**src/rtl/y86_pkg.sv**
```systemverilog
// Shared Y86 definitions for the memory-stage initiator, responder and hazard logic.
package y86_pkg;

    localparam logic [3:0] IRMMOVQ = 4'd4;
    localparam logic [3:0] IMRMOVQ = 4'd5;
    localparam logic [3:0] ICALL   = 4'd8;
    localparam logic [3:0] IRET    = 4'd9;
    localparam logic [3:0] IPUSHQ  = 4'd10;
    localparam logic [3:0] IPOPQ   = 4'd11;

    localparam logic [63:0] MEM_LIMIT_DEFAULT = 64'd8192;

    // Address / write-data operand selects produced by the decoder.
    localparam logic ADDR_SEL_VALE = 1'b0;
    localparam logic ADDR_SEL_VALA = 1'b1;
    localparam logic DATA_SEL_VALA = 1'b0;
    localparam logic DATA_SEL_VALP = 1'b1;

    typedef enum logic [1:0] {
        StIdle,
        StReq,
        StDone,
        StErr
    } mem_state_e;

endpackage

```
**src/rtl/mem_access_decode.sv**
```systemverilog
// Combinational icode decode into data-memory access kind and operand selects.
module mem_access_decode
    import y86_pkg::*;
(
    input  logic [3:0] i_icode,
    output logic       o_is_rd,
    output logic       o_is_wr,
    output logic       o_addr_sel,
    output logic       o_data_sel
);

    always_comb begin
        o_is_rd    = 1'b0;
        o_is_wr    = 1'b0;
        o_addr_sel = ADDR_SEL_VALE;
        o_data_sel = DATA_SEL_VALA;
        case (i_icode)
            IRMMOVQ: o_is_wr = 1'b1;
            IMRMOVQ: o_is_rd = 1'b1;
            ICALL: begin
                o_is_wr    = 1'b1;
                o_data_sel = DATA_SEL_VALP;
            end
            IRET: begin
                o_is_rd    = 1'b1;
                o_addr_sel = ADDR_SEL_VALA;
            end
            IPUSHQ:  o_is_wr = 1'b1;
            IPOPQ: begin
                o_is_rd    = 1'b1;
                o_addr_sel = ADDR_SEL_VALA;
            end
            default: ;
        endcase
    end

endmodule

```
**src/rtl/mem_access_initiator.sv**
```systemverilog
// Memory-stage initiator: turns a decoded command into a req/ack access with
// bounds checking and a request timeout; all outputs are registered.
module mem_access_initiator
    import y86_pkg::*;
#(
    parameter logic [63:0] MEM_LIMIT = MEM_LIMIT_DEFAULT,
    parameter int unsigned TIMEOUT   = 16,
    parameter int unsigned CNT_W     = 5
) (
    input  logic        clk,
    input  logic        reset,
    input  logic        start,
    input  logic [3:0]  icode,
    input  logic [63:0] ValA,
    input  logic [63:0] ValE,
    input  logic [63:0] ValP,
    output logic        mem_req,
    output logic        mem_we,
    output logic [63:0] mem_addr,
    output logic [63:0] mem_wdata,
    input  logic        mem_ack,
    input  logic [63:0] mem_rdata,
    output logic        busy,
    output logic        done,
    output logic [63:0] ValM,
    output logic        adr_error
);

    localparam logic [CNT_W-1:0] CNT_LAST = CNT_W'(TIMEOUT - 1);
    localparam logic [CNT_W-1:0] CNT_ONE  = CNT_W'(1);

    mem_state_e       r_state, w_state_d;
    logic             r_mem_req, w_mem_req_d;
    logic             r_mem_we, w_mem_we_d;
    logic [63:0]      r_mem_addr, w_mem_addr_d;
    logic [63:0]      r_mem_wdata, w_mem_wdata_d;
    logic             r_busy, w_busy_d;
    logic             r_done, w_done_d;
    logic [63:0]      r_valm, w_valm_d;
    logic             r_adr_error, w_adr_error_d;
    logic [CNT_W-1:0] r_cnt, w_cnt_d;

    logic             w_is_rd;
    logic             w_is_wr;
    logic             w_addr_sel;
    logic             w_data_sel;
    logic [63:0]      w_addr;
    logic [63:0]      w_wdata;

    mem_access_decode u_decode (
        .i_icode    (icode),
        .o_is_rd    (w_is_rd),
        .o_is_wr    (w_is_wr),
        .o_addr_sel (w_addr_sel),
        .o_data_sel (w_data_sel)
    );

    assign w_addr  = (w_addr_sel == ADDR_SEL_VALA) ? ValA : ValE;
    assign w_wdata = (w_data_sel == DATA_SEL_VALP) ? ValP : ValA;

    always_comb begin
        w_state_d     = r_state;
        w_mem_req_d   = r_mem_req;
        w_mem_we_d    = r_mem_we;
        w_mem_addr_d  = r_mem_addr;
        w_mem_wdata_d = r_mem_wdata;
        w_done_d      = 1'b0;
        w_valm_d      = r_valm;
        w_adr_error_d = r_adr_error;
        w_cnt_d       = r_cnt;

        unique case (r_state)
            StIdle: begin
                if (start) begin
                    w_adr_error_d = 1'b0;
                    if (!(w_is_rd || w_is_wr)) begin
                        w_state_d = StDone;
                    end else if (w_addr > MEM_LIMIT) begin
                        w_state_d = StErr;
                    end else begin
                        w_state_d     = StReq;
                        w_mem_req_d   = 1'b1;
                        w_mem_we_d    = w_is_wr;
                        w_mem_addr_d  = w_addr;
                        w_mem_wdata_d = w_wdata;
                        w_cnt_d       = '0;
                    end
                end
            end
            StReq: begin
                // An ack arriving on the final timeout cycle still completes normally.
                if (mem_ack) begin
                    if (!r_mem_we) begin
                        w_valm_d = mem_rdata;
                    end
                    w_mem_req_d = 1'b0;
                    w_state_d   = StDone;
                end else if (r_cnt == CNT_LAST) begin
                    w_mem_req_d = 1'b0;
                    w_state_d   = StErr;
                end else begin
                    w_cnt_d = r_cnt + CNT_ONE;
                end
            end
            StDone: begin
                w_done_d  = 1'b1;
                w_state_d = StIdle;
            end
            StErr: begin
                w_done_d      = 1'b1;
                w_adr_error_d = 1'b1;
                w_state_d     = StIdle;
            end
            default: w_state_d = StIdle;
        endcase

        w_busy_d = (w_state_d != StIdle);
    end

    always_ff @(posedge clk) begin
        if (reset) begin
            r_state     <= StIdle;
            r_mem_req   <= 1'b0;
            r_mem_we    <= 1'b0;
            r_mem_addr  <= '0;
            r_mem_wdata <= '0;
            r_busy      <= 1'b0;
            r_done      <= 1'b0;
            r_valm      <= '0;
            r_adr_error <= 1'b0;
            r_cnt       <= '0;
        end else begin
            r_state     <= w_state_d;
            r_mem_req   <= w_mem_req_d;
            r_mem_we    <= w_mem_we_d;
            r_mem_addr  <= w_mem_addr_d;
            r_mem_wdata <= w_mem_wdata_d;
            r_busy      <= w_busy_d;
            r_done      <= w_done_d;
            r_valm      <= w_valm_d;
            r_adr_error <= w_adr_error_d;
            r_cnt       <= w_cnt_d;
        end
    end

    assign mem_req   = r_mem_req;
    assign mem_we    = r_mem_we;
    assign mem_addr  = r_mem_addr;
    assign mem_wdata = r_mem_wdata;
    assign busy      = r_busy;
    assign done      = r_done;
    assign ValM      = r_valm;
    assign adr_error = r_adr_error;

endmodule

```
**config.mk**
```make
export PLATFORM = sky130hd
export DESIGN_NAME = mem_access_initiator
export DESIGN_NICKNAME = d
export VERILOG_FILES = /design/src/rtl/y86_pkg.sv /design/src/rtl/mem_access_decode.sv /design/src/rtl/mem_access_initiator.sv
export SDC_FILE = /design/constraint.sdc
export NUM_CORES = 1
export LEC_CHECK = 0
export CAP_MARGIN = 20
export CORE_AREA = 2 2 179 181
export DETAILED_ROUTE_END_ITERATION = 10
export DIE_AREA = 0 0 181 183
export DONT_BUFFER_PORTS = 1
export PLACE_DENSITY_LB_ADDON = 0.08
export SYNTH_ARGS = -nofsm -noshare
export SYNTH_HDL_FRONTEND = slang
export SYNTH_SLANG_ARGS = --single-unit
```
**constraint.sdc**
```tcl
create_clock -name clk -period 3.7 [get_ports clk]
set_input_delay 0.74 -clock clk [delete_from_list [all_inputs] [get_ports clk]]
set_output_delay 0.74 -clock clk [all_outputs]
set_load 0.03 [all_outputs]
```
After elaboration in Yosys (flattened, before gate mapping) --
Index checks and enable logic that the tools add are counted.
Word-level totals: flip-flop bits (word level) 204
Cells by class: $add $sub $neg 1, order comparisons 1, equal/unequal tests 16, multiplexer cells 27, bitwise gates (word level) 2, reductions and logical operators 14
Operators with widths (count):
- 64-bit two-way mux | 2
- 64-bit by 14-bit > comparator with 1-bit output (second input constant) | 1
- 5-bit two-way mux | 5
- 4-bit equality test (second input constant) | 4
- 1-bit two-way mux | 11
- 2-bit two-way mux | 5
- 2-bit != test (second input constant) | 5
- 5-bit case mux with 2 select lines | 1
- 4-bit by 3-bit equality test with 1-bit output (second input constant) | 2
- 2-bit case mux with 3 select lines | 1
- 6-bit AND reduction | 1
- 2-bit nonzero test | 3
- 3-bit OR reduction | 2
- 5-bit by 1-bit adder with 5-bit output (second input constant) | 1
- 5-bit by 4-bit equality test with 1-bit output (second input constant) | 1
- 5-bit AND reduction | 1
- 2-bit equality test (second input constant) | 2
- 1-bit case mux with 2 select lines | 2
- 4-bit AND reduction | 1
- 2-bit OR reduction | 2
- 3-bit != test (second input constant) | 1
- 3-bit AND reduction | 1
- 2-bit by 1-bit equality test with 1-bit output (second input constant) | 1
- 2-bit zero test | 1
- other kinds (3) | 4

Logic depth before layout (Yosys ltp) --
Gate-level depths: netlist of run 1.
depth in word-level cells 10, gate-level depth with buffers 9, depth with buffers taken out 7

Modules after synthesis --
A second synthesis of run 1 with hierarchy kept.
Unflattened totals: cells, all modules 854, area total of the unflattened synthesis 7805.0 µm²
Modules (own cells, without submodules):
- mem_access_initiator | times used 1, cells each 847, area an instance 7767.4 µm², seq. area each 4083.9 µm²
- mem_access_decode | times used 1, cells each 7, area an instance 37.5 µm², seq. area each 0.0 µm²

Worst setup path before layout of run 1 --
No wires, ideal clock.
kind input-to-reg, start in ValE[53], end reg r_mem_addr[0] (netlist: mem_addr[0]), setup time 121 ps, data arrival time 2462 ps, required time 3579 ps, path slack 1117 ps, stages on the path 8, buffers on the path 3, path through nor4_1 > nand4_1 > mux2_2 > a2111o_1 > clkbuf_1 > buf_6 > buf_6 > mux2_4
On the way: cells in the longest elaborated chain, start to end 4
Ends and longest elaborated chain:
- start, declared | line mem_access_initiator.sv:15 | input logic [63:0] ValE,
- 64-bit two-way mux | line mem_access_initiator.sv:58 | assign w_addr = (w_addr_sel == ADDR_SEL_VALA) ? ValA : ValE;
- 64-bit by 14-bit > comparator with 1-bit output | line mem_access_initiator.sv:78 | end else if (w_addr > MEM_LIMIT) begin
- 1-bit NOT (no source line)
- 4-bit AND reduction (no source line)
- end signal, assigned | line mem_access_initiator.sv:136 | r_mem_addr <= w_mem_addr_d;
- end, declared | line mem_access_initiator.sv:35 | logic [63:0] r_mem_addr, w_mem_addr_d;
Every way passes these cells. A chain may end at the register's enable or synchronous reset.

Worst setup path after layout of run 1 --
start in ValA[34], end reg r_mem_wdata[59] (netlist: mem_wdata[59])
On the way: cells in the longest elaborated chain, start to end 4
Ends and longest elaborated chain:
- start, declared | line mem_access_initiator.sv:14 | input logic [63:0] ValA,
- 64-bit two-way mux | line mem_access_initiator.sv:58
- 64-bit by 14-bit > comparator with 1-bit output | line mem_access_initiator.sv:78
- 1-bit NOT (no source line)
- 4-bit AND reduction (no source line)
- end signal, assigned | line mem_access_initiator.sv:137 | r_mem_wdata <= w_mem_wdata_d;
- end, declared | line mem_access_initiator.sv:36 | logic [63:0] r_mem_wdata, w_mem_wdata_d;
Every way passes these cells.

==> flow_summary.json, run 1 <==
{
  "post-cts-setup-buffers": 0,
  "leakagePower_nw": 3.60,
  "ys_ff_latch": 204,
  "core_region_area_sq_um": 31200,
  "yosys.area_share.adder_pct": 0.287,
  "clkTransAtPathRegs_ps": 60,
  "seq_area_sq_um": 4080,
  "start_util_pct": 27.9,
  "layout-drive-gt1-share_pct": 15.1,
  "synth_compound_area_share_pct": 5.68,
  "nets": 1175,
  "drt_iter0_markers": 330,
  "design_power_total_mw": 5.04,
  "grt_pass1_vias": 6576,
  "cts_resized": 0,
  "min_period_over_period_pct": 78.0,
  "synth_area_per_cell_sq_um": 9.26,
  "hold_viol": 0,
  "netlist_area_sq_um": 8710,
  "fin_area_sq_um": 9960,
  "syn_inst": 940,
  "yosysWarnings": 0,
  "relSlewSlack_pct": 43.4,
  "synth_ff_type": "dfxtp_1",
  "drc": 0,
  "clock.fmax_mhz": 347,
  "synth_xor_area_share_pct": 0.201,
  "die_area_sq_um": 33100,
  "holdBufCountCts": 0,
  "critPathMaxFanout": 50,
  "antenna_found_initial": 1,
  "htree_levels": 1,
  "period_needed_ps": 2880,
  "setup_viol": 0,
  "cts.path.max_buffers": 3,
  "status": "complete, no violations",
  "peakVddDrop_v": 0.000367,
  "drt-total-wl_microns": 29700,
  "viasPerCell": 4.89,
  "ant_nets": 0,
  "grt_overflow": 0,
  "async_reset_ff_share_pct": 0,
  "yosys.area_share.simple_pct": 24.8,
  "fp-row-count": 65,
  "fillers": 3287,
  "gp_congestion": 0.816,
  "syn2layout_area_growth_pct": 14.3,
  "grt_max_degree": 288,
  "clk_latency_ps": 530,
  "synth_nets": 1206,
  "skew_ps": 11.9,
  "cts_buffers": 26,
  "synth_top_family_by_area": "simple AND/OR/NAND/NOR gates",
  "muxShareOfSynthArea_pct": 18.6,
  "crit_path_start_kind": "input pin",
  "grt_pass1_wl_microns": 42300,
  "die_h_microns": 183,
  "placed_area_sq_um": 9060,
  "ctsRootBufferMaster": "clkbuf_16",
  "max_cap_violations": 0,
  "multiInputGateArea_sq_um": 4330,
  "tritoncts": "done",
  "arrival_ps": 3290,
  "min_path_type": "in2reg",
  "required_ps": 4110,
  "dp_hpwl_microns": 21400,
  "cts_sinks": 204,
  "synth.yosys.seq_area_share_pct": 46.9,
  "power_density_nw_per_um2": 506,
  "wl_per_cell_microns": 22.3,
  "io_buffers": 0,
  "dieWidth_microns": 181,
  "vias": 6501,
  "tns_ps": 0,
  "holdWs_ps": 339,
  "crit_type": "in2reg",
  "groute.usage.overall_pct": 16.8,
  "worst_pin_slew_ps": 841,
  "rsz0062_at_grt": "false",
  "synth_cell_types": 37,
  "drtPass1Iterations": 4,
  "finalMaxSlewViolations": 0,
  "synth_edf_count": 0,
  "setup.worst_path.end_class": "register",
  "io_pins": 461
}
## placed cells by master (no fill, tap or decap), types with 8 or more instances in the layout
cell,instances
nor3b_1,52
nor4_1,28
mux2_2,60
dfxtp_1,204
clkbuf_16,26
mux2i_1,64
buf_4,8
mux2_4,20
nor2_1,74
nor2b_1,81
nand2_1,155
a21oi_1,80
## report_power, final
group | switching [mW] | total, mW | internal (mW)
Sequential | 0.0405 | 2.25 | 2.21
Combinational | 0.0815 | 0.145 | 0.0638
Clock | 0.992 | 2.64 | 1.65
## through the flow
stage,utilization [%],cells,setup WS (ps)
after floorplan,-,940,1120
after global routing,31.9,1330,791
after CTS,31.9,1329,888
after global placement,29.0,1283,344
final,31.9,1330,816
after detailed placement,29.0,1283,335
## logic make-up (layout without fill, tap and decap cells)
logic type,Yosys count,in the layout
other cells,0,1
flops,204,204
fa+ha+maj,2,2
mux,144,144
simple gates,424,424
xor+xnor,2,2
compound gates,92,92
buf+inv,72,59
## layout make-up
| type | instances | area share (%) |
|---|---|---|
| multi-input combinational | 664 | 43.5 |
| sequential | 204 | 41.0 |
| clock buffer | 34 | 7.24 |
| tap | 402 | 5.05 |
| clock inverter | 12 | 1.76 |
| timing repair buffer | 12 | 1.41 |
| inverter | 1 | 0.0377 |
| antenna | 1 | 0.0251 |
## synthesized netlist by cell type, types with 3 or more instances
| master | instances | area [sq um] |
|---|---|---|
| a21oi_1 | 80 | 400 |
| and4_1 | 4 | 35.0 |
| buf_1 | 7 | 26.3 |
| buf_2 | 16 | 80.1 |
| buf_6 | 3 | 33.8 |
| clkbuf_1 | 45 | 169 |
| dfxtp_1 | 204 | 4080 |
| mux2_2 | 60 | 676 |
| mux2_4 | 20 | 300 |
| mux2i_1 | 64 | 641 |
| nand2_1 | 155 | 582 |
| nand2b_1 | 3 | 18.8 |
| nand3b_1 | 4 | 30.0 |
| nand4_1 | 7 | 43.8 |
| nor2_1 | 74 | 278 |
| nor2b_1 | 81 | 507 |
| nor3_1 | 7 | 35.0 |
| nor3b_1 | 54 | 405 |
| nor4_1 | 28 | 175 |
| o21ai_0 | 3 | 15.0 |
## flip-flops by register name, indices dropped and copies added (netlist names)
register	flops
mem_addr	64
busy	1
ValM	64
mem_we	1
r_state	2
mem_wdata	64
adr_error	1
r_cnt	5
mem_req	1
done	1
## final timing paths
path	start	end	slack, ps	cells past startpoint
max	ValA[34]	mem_wdata[59]$_SDFFE_PP0P_	820	7
min	mem_rdata[57]	ValM[57]$_SDFFE_PP0P_	340	2
min reg2reg	r_cnt[1]$_SDFFE_PP0P_	r_cnt[1]$_SDFFE_PP0P_	520	2
max reg2reg	r_state[1]$_SDFF_PP0_	mem_wdata[59]$_SDFFE_PP0P_	1080	6
## layer usage
metal  vias to the layer above  GRT usage [%]  part of all wire (%)
met5                         -              0                     0
met4                         0           5.01                   2.4
met3                        43           6.95                    11
met2                       310           29.3                    48
met1                      3021           18.7                    38
li1                       3127              -                     -
## worst max-delay path: stages
cell and delay (ps):
nor4_1 720, buf_4 240, and4_1 290, o21bai_1 150
a2111o_2 550, buf_12 250, mux2_4 320
Power figures use the tool's default switching activity.
==> run 2: changes to the inputs <==
--- a/config.mk
+++ b/config.mk
@@ -6,9 +6,9 @@
 export NUM_CORES = 1
 export LEC_CHECK = 0
 export CAP_MARGIN = 20
-export CORE_AREA = 2 2 179 181
+export CORE_AREA = 2 2 180 182
 export DETAILED_ROUTE_END_ITERATION = 10
-export DIE_AREA = 0 0 181 183
+export DIE_AREA = 0 0 182 184
 export DONT_BUFFER_PORTS = 1
 export PLACE_DENSITY_LB_ADDON = 0.08
 export SYNTH_ARGS = -nofsm -noshare
==> constraint.sdc (replaced) <==
create_clock -name clk -period 2.55 [get_ports clk]
set_input_delay 0.51 -clock clk [delete_from_list [all_inputs] [get_ports clk]]
set_output_delay 0.51 -clock clk [all_outputs]
set_load 0.03 [all_outputs]
==> flow_summary.json, run 2 (synthesis results as in run 1) <==
{
  "status": "complete, no violations",
  "design_power_total_mw": 7.32,
  "crit_path_start_kind": "register",
  "ant_nets": 0,
  "htree_levels": 1,
  "fp-row-count": 65,
  "start_util_pct": 27.7,
  "die_area_sq_um": 33500,
  "tritoncts": "done",
  "period_needed_ps": 2320,
  "slowest_stage": "a2111o_2",
  "holdBufCountCts": 0,
  "setup.worst_path.end_class": "register",
  "critPathMaxStageDelay_ps": 490,
  "viasPerCell": 4.85,
  "r2r_end": "mem_wdata[48]$_SDFFE_PP0P_",
  "layout-drive-gt1-share_pct": 17.1,
  "io_pins": 461,
  "grt_max_degree": 288,
  "fillers": 3294,
  "crit_type": "reg2reg",
  "critPathLaunch": "r_state[0]$_SDFF_PP0_",
  "antenna_found_initial": 0,
  "peakVddDrop_v": 0.000472,
  "max_cap_violations": 0,
  "skew_ps": 12.9,
  "antenna_cells": 0,
  "cts.path.max_buffers": 3,
  "final_cell_mix": "dfxtp_1, nand2_1, nor2b_1",
  "dp_hpwl_microns": 21600,
  "gp_congestion": 0.768,
  "worst_pin_slew_ps": 576,
  "critPathMaxFanout": 19,
  "grt_overflow": 0,
  "crit_path_cell_trace": "nor3b_1 > o21ai_0 > o21bai_1 > a2111o_2 > buf_4 > mux2_2",
  "reg2reg_slack_ps": 230,
  "final_util_pct": 32.4,
  "core_region_area_sq_um": 31400,
  "nets": 1195,
  "vias": 6544,
  "clock.fmax_mhz": 431,
  "arrival_ps": 2740,
  "groute.usage.overall_pct": 16.5,
  "min_period_over_period_pct": 91.1,
  "power_density_nw_per_um2": 720,
  "setup_viol": 0,
  "drt_iter0_markers": 276,
  "io_buffers": 0,
  "ctsRootBufferMaster": "clkbuf_16",
  "relSlewSlack_pct": 60.6,
  "required_ps": 2970,
  "clkTransAtPathRegs_ps": 60,
  "final_common_cell": "dfxtp_1",
  "regToRegStartpoint": "r_state[0]$_SDFF_PP0_",
  "reg2reg_depth": 6,
  "min_path_cells": 2,
  "post-cts-setup-buffers": 0,
  "hold_viol": 0,
  "cts_resized": 0,
  "rsz0062_at_grt": "false",
  "cts_buffers": 25,
  "clk_latency_ps": 540,
  "drtPass1Iterations": 5,
  "leakagePower_nw": 3.72,
  "cts_sinks": 204,
  "worstSetupEndpoint": "mem_wdata[48]$_SDFFE_PP0P_",
  "drt-total-wl_microns": 29400,
  "grt_pass1_wl_microns": 42200,
  "wl_per_cell_microns": 21.8,
  "die_h_microns": 184,
  "dieWidth_microns": 182,
  "grt_pass1_vias": 6652,
  "min_path_type": "in2reg",
  "syn2layout_area_growth_pct": 16.7,
  "finalMaxSlewViolations": 0,
  "drc": 0
}
==> run 2: cell types whose count changed in the layout (fill, tap and decap cells not counted), moves of 2 or more <==
cell / delta
buf_4: +17
clkbuf_8: +5
buf_12: +4
clkinv_2: -2
==> run 2: final cells by class <==
cell class / instances / area, sq um / share of cell area (%)
multi-input combinational: 664 / 4330 / 42.6
sequential: 204 / 4080 / 40.2
clock buffer: 37 / 761 / 7.48
tap: 402 / 503 / 4.95
timing repair buffer: 33 / 348 / 3.42
clock inverter: 9 / 139 / 1.37
inverter: 1 / 3.75 / 0.0369
==> run 2: per-stage QoR <==
step / hold slack [ps] / setup WS [ps] / TNS, ps / cell area [sq um] / std cells
after floorplan: 451 / 197 / 0 / 8710 / 940
after global placement: 503 / -358 / -28760 / 9270 / 1304
after detailed placement: 519 / -239 / -24350 / 9270 / 1304
after CTS: 64.4 / 143 / 0 / 10200 / 1350
after global routing: 74.1 / 37.1 / 0 / 10200 / 1350
final: 99.2 / 228 / 0 / 10200 / 1350
==> run 2: metal layers <==
| layer | GRT usage, % | vias up | part of all wire [%] |
|---|---|---|---|
| met5 | 0 | - | 0 |
| met4 | 4.29 | 0 | 2.0 |
| met3 | 6.81 | 33 | 11 |
| met2 | 29.3 | 311 | 49 |
| met1 | 18.2 | 3026 | 39 |
| li1 | - | 3174 | - |
==> run 2: worst max-delay path, delay by kind of cell, from the launching register on <==
kind	cells	cell delay [ps]
DFF	1	340
and+or+nand+nor	1	330
buffers and inverters	1	240
muxes	1	290
AOI/OAI and AO/OA	3	1000
==> run 2: power breakdown <==
| part | leakage (nW) | switching (mW) | internal (mW) |
|---|---|---|---|
| clock | 0.448 | 1.45 | 2.37 |
| sequential | 1.64 | 0.0587 | 3.21 |
| combinational | 1.63 | 0.121 | 0.105 |
==> run 2: worst min-delay path by stage <==
stage                                      from                     to
after CTS                                 reset  ValM[19]$_SDFFE_PP0P_
after floorplan           r_state[1]$_SDFF_PP0_        busy$_SDFF_PP0_
final                              mem_rdata[8]   ValM[8]$_SDFFE_PP0P_
after global routing               mem_rdata[6]   ValM[6]$_SDFFE_PP0P_
after global placement    r_cnt[1]$_SDFFE_PP0P_  r_cnt[1]$_SDFFE_PP0P_
after detailed placement  r_cnt[1]$_SDFFE_PP0P_  r_cnt[1]$_SDFFE_PP0P_
==> run 3: changes to the inputs <==
--- a/config.mk
+++ b/config.mk
@@ -5,10 +5,11 @@
 export SDC_FILE = /design/constraint.sdc
 export NUM_CORES = 1
 export LEC_CHECK = 0
+export ABC_AREA = 1
 export CAP_MARGIN = 20
-export CORE_AREA = 2 2 180 182
+export CORE_AREA = 2 2 179 181
 export DETAILED_ROUTE_END_ITERATION = 10
-export DIE_AREA = 0 0 182 184
+export DIE_AREA = 0 0 181 183
 export DONT_BUFFER_PORTS = 1
 export PLACE_DENSITY_LB_ADDON = 0.08
 export SYNTH_ARGS = -nofsm -noshare
==> flow_summary.json, run 3 <==
{
  "drtPass1Iterations": 5,
  "reg2reg_slack_ps": 550,
  "status": "complete, no violations",
  "critPathMaxFanout": 55,
  "placed_area_sq_um": 9320,
  "power_density_nw_per_um2": 746,
  "p_switching_mw": 1.78,
  "synth_top_family_by_area": "simple AND/OR/NAND/NOR gates",
  "dieWidth_microns": 181,
  "ant_nets": 0,
  "final_common_cell": "dfxtp_1",
  "critPathMaxStageDelay_ps": 240,
  "viasPerCell": 4.72,
  "synth_top_cell_by_area": "dfxtp_1",
  "holdWs_ps": 45.3,
  "critPathMostFrequentCell": "nand2_1",
  "io_buffers": 0,
  "yosys.area_share.adder_pct": 0.289,
  "dp_hpwl_microns": 24500,
  "period_needed_ps": 2140,
  "synth_area_leaders": "dfxtp_1, o21ai_0, nand2_1, nor2_1, mux2i_1",
  "clkTransAtPathRegs_ps": 60,
  "grt_max_degree": 65,
  "synth_most_common_cell": "dfxtp_1",
  "p_int_mw": 5.84,
  "crit_path_cell_trace": "inv_2 > nand3_4 > buf_12 > buf_4 > nand2_1 > nand2_1 > nor2_1 > nand2_1 > nor2_1 > nand2_1 > nor2_2 > nand2_2 > nor2_8 > buf_12 > o21ai_0 > a21oi_1",
  "peakVddDrop_v": 0.000417,
  "cts.path.max_buffers": 3,
  "hold_viol": 0,
  "clockPowerShare_pct": 50.9,
  "setup.worst_path.end_class": "register",
  "die_h_microns": 183,
  "crit_type": "in2reg",
  "synth_edf_count": 0,
  "p_comb_share_pct": 5.5,
  "hold_end": "r_cnt[2]$_SDFFE_PP0P_",
  "drt_iter0_markers": 314,
  "gp_congestion": 0.842,
  "synth_area_per_cell_sq_um": 7.34,
  "async_reset_ff_share_pct": 0,
  "vias": 7546,
  "syn_inst": 1182,
  "holdBufCountCts": 0,
  "max_cap_violations": 0,
  "cts_buffers": 25,
  "cts_sinks": 204,
  "yosysTopAreaCellShare_pct": 47.1,
  "core_region_area_sq_um": 31200,
  "clk_latency_ps": 530,
  "regToRegStartpoint": "r_state[0]$_SDFF_PP0_",
  "fin_area_sq_um": 10200,
  "min_path_cells": 1,
  "required_ps": 3000,
  "p_sw_share_pct": 23.4,
  "fillers": 3369,
  "design_power_total_mw": 7.62,
  "muxShareOfSynthArea_pct": 6.23,
  "post-cts-setup-buffers": 0,
  "min_path_type": "in2reg",
  "reg2reg_depth": 8,
  "arrival_ps": 2590,
  "nets": 1443,
  "relSlewSlack_pct": 51.1,
  "slowest_stage": "buf_12",
  "syn2layout_area_growth_pct": 17.8,
  "ctsRootBufferMaster": "clkbuf_16",
  "synth_compound_area_share_pct": 13.9,
  "grt_pass1_wl_microns": 46600,
  "synth_cell_types": 29,
  "ys_ff_latch": 204,
  "synth_nets": 1448,
  "yosys.area_share.simple_pct": 23.3,
  "clock.fmax_mhz": 467,
  "crit_path_start_kind": "input pin",
  "fp-row-count": 65,
  "netlist_area_sq_um": 8670,
  "p_seq_share_pct": 43.5,
  "r2r_end": "ValM[39]$_SDFFE_PP0P_",
  "rsz0062_at_grt": "false",
  "cts_resized": 0,
  "layout-drive-gt1-share_pct": 8.61,
  "setup_viol": 0,
  "groute.usage.overall_pct": 18.4,
  "drt-total-wl_microns": 32200,
  "final_cell_mix": "dfxtp_1, nor2_1, nand2_1",
  "synthTopCellsByCount": "dfxtp_1, nand2_1, nor2_1",
  "synth.yosys.seq_area_share_pct": 47.1,
  "drc": 0,
  "yosysWarnings": 0,
  "seq_area_sq_um": 4080,
  "tritoncts": "done",
  "skew_ps": 8.97,
  "synth_ff_type": "dfxtp_1",
  "grt_pass1_vias": 7346,
  "grt_overflow": 0,
  "leakagePower_nw": 5.16,
  "die_area_sq_um": 33100,
  "min_from": "reset",
  "antenna_cells": 0,
  "multiInputGateArea_sq_um": 3810,
  "synth_xor_area_share_pct": 0.101,
  "start_util_pct": 27.8,
  "critPathLaunch": "icode[2]",
  "min_period_over_period_pct": 83.9,
  "finalMaxSlewViolations": 0,
  "wl_per_cell_microns": 20.1,
  "antenna_found_initial": 0,
  "io_pins": 461,
  "htree_levels": 1,
  "worst_pin_slew_ps": 732
}
==> run 3: cell types whose count changed after synthesis, moves of 60 or more <==
cell	delta
nor2_1	+119
nor2b_1	-81
mux2_2	-60
o21ai_0	+159
nand3_1	+78
inv_1	+108
==> run 3: metrics by stage <==
stage,setup TNS (ps),std cells,worst slack (ps),util [%]
after floorplan,0,1182,289,-
after global routing,0,1598,120,32.7
final,0,1598,411,32.7
after CTS,0,1598,340,32.7
after global placement,-14020,1552,-151,29.8
after detailed placement,-22560,1552,-220,29.8
==> run 3: critical path: cells and delay by family <==
kind | cells | cell delay (ps)
simple gates | 10 | 1190
buf+inv | 4 | 600
compound gates | 2 | 240
==> run 3: kinds of logic after synthesis <==
family / Yosys count
and+or+nand+nor: 487
muxes: 54
adders and majority gates: 2
DFF: 204
xor gates and xnor gates: 1
buffers and inverters: 193
AOI/OAI and AO/OA: 241
==> run 3: worst max path at each step <==
stage                                       endpoint  slack, ps  depth (start not counted)
after floorplan           mem_wdata[10]$_SDFFE_PP0P_        290                         14
after global placement    mem_wdata[38]$_SDFFE_PP0P_       -150                         16
after detailed placement  mem_wdata[60]$_SDFFE_PP0P_       -220                         16
after CTS                 mem_wdata[27]$_SDFFE_PP0P_        340                         16
after global routing      mem_wdata[36]$_SDFFE_PP0P_        120                         14
final                     mem_wdata[38]$_SDFFE_PP0P_        410                         16
==> run 3: layout make-up <==
cell class              count  area share (%)
clock buffers              36            7.02
clock inverters            10            1.78
inverters                 115            4.25
multi-input cells         785            37.3
flip-flops and latches    204            40.0
well taps                 402            4.92
repair buffers             46            4.73
==> run 3: metal layers <==
metal  global-route usage [%]  vias up  routed length, microns
li1                         -     3796                       -
met1                     22.4     3396                   13100
met2                     30.3      305                   15100
met3                     7.11       49                    3200
met4                     5.40        0                     807
met5                        0        -                       0
==> run 3: power groups by stage <==
stage	clock (mW)	sequential, mW	combinational, mW
after global placement	0	3.39	0.428
final	3.88	3.32	0.420
after global routing	4.11	3.32	0.475
after CTS	3.99	3.32	0.426
after floorplan	0	3.38	0.294
after detailed placement	0	3.39	0.425
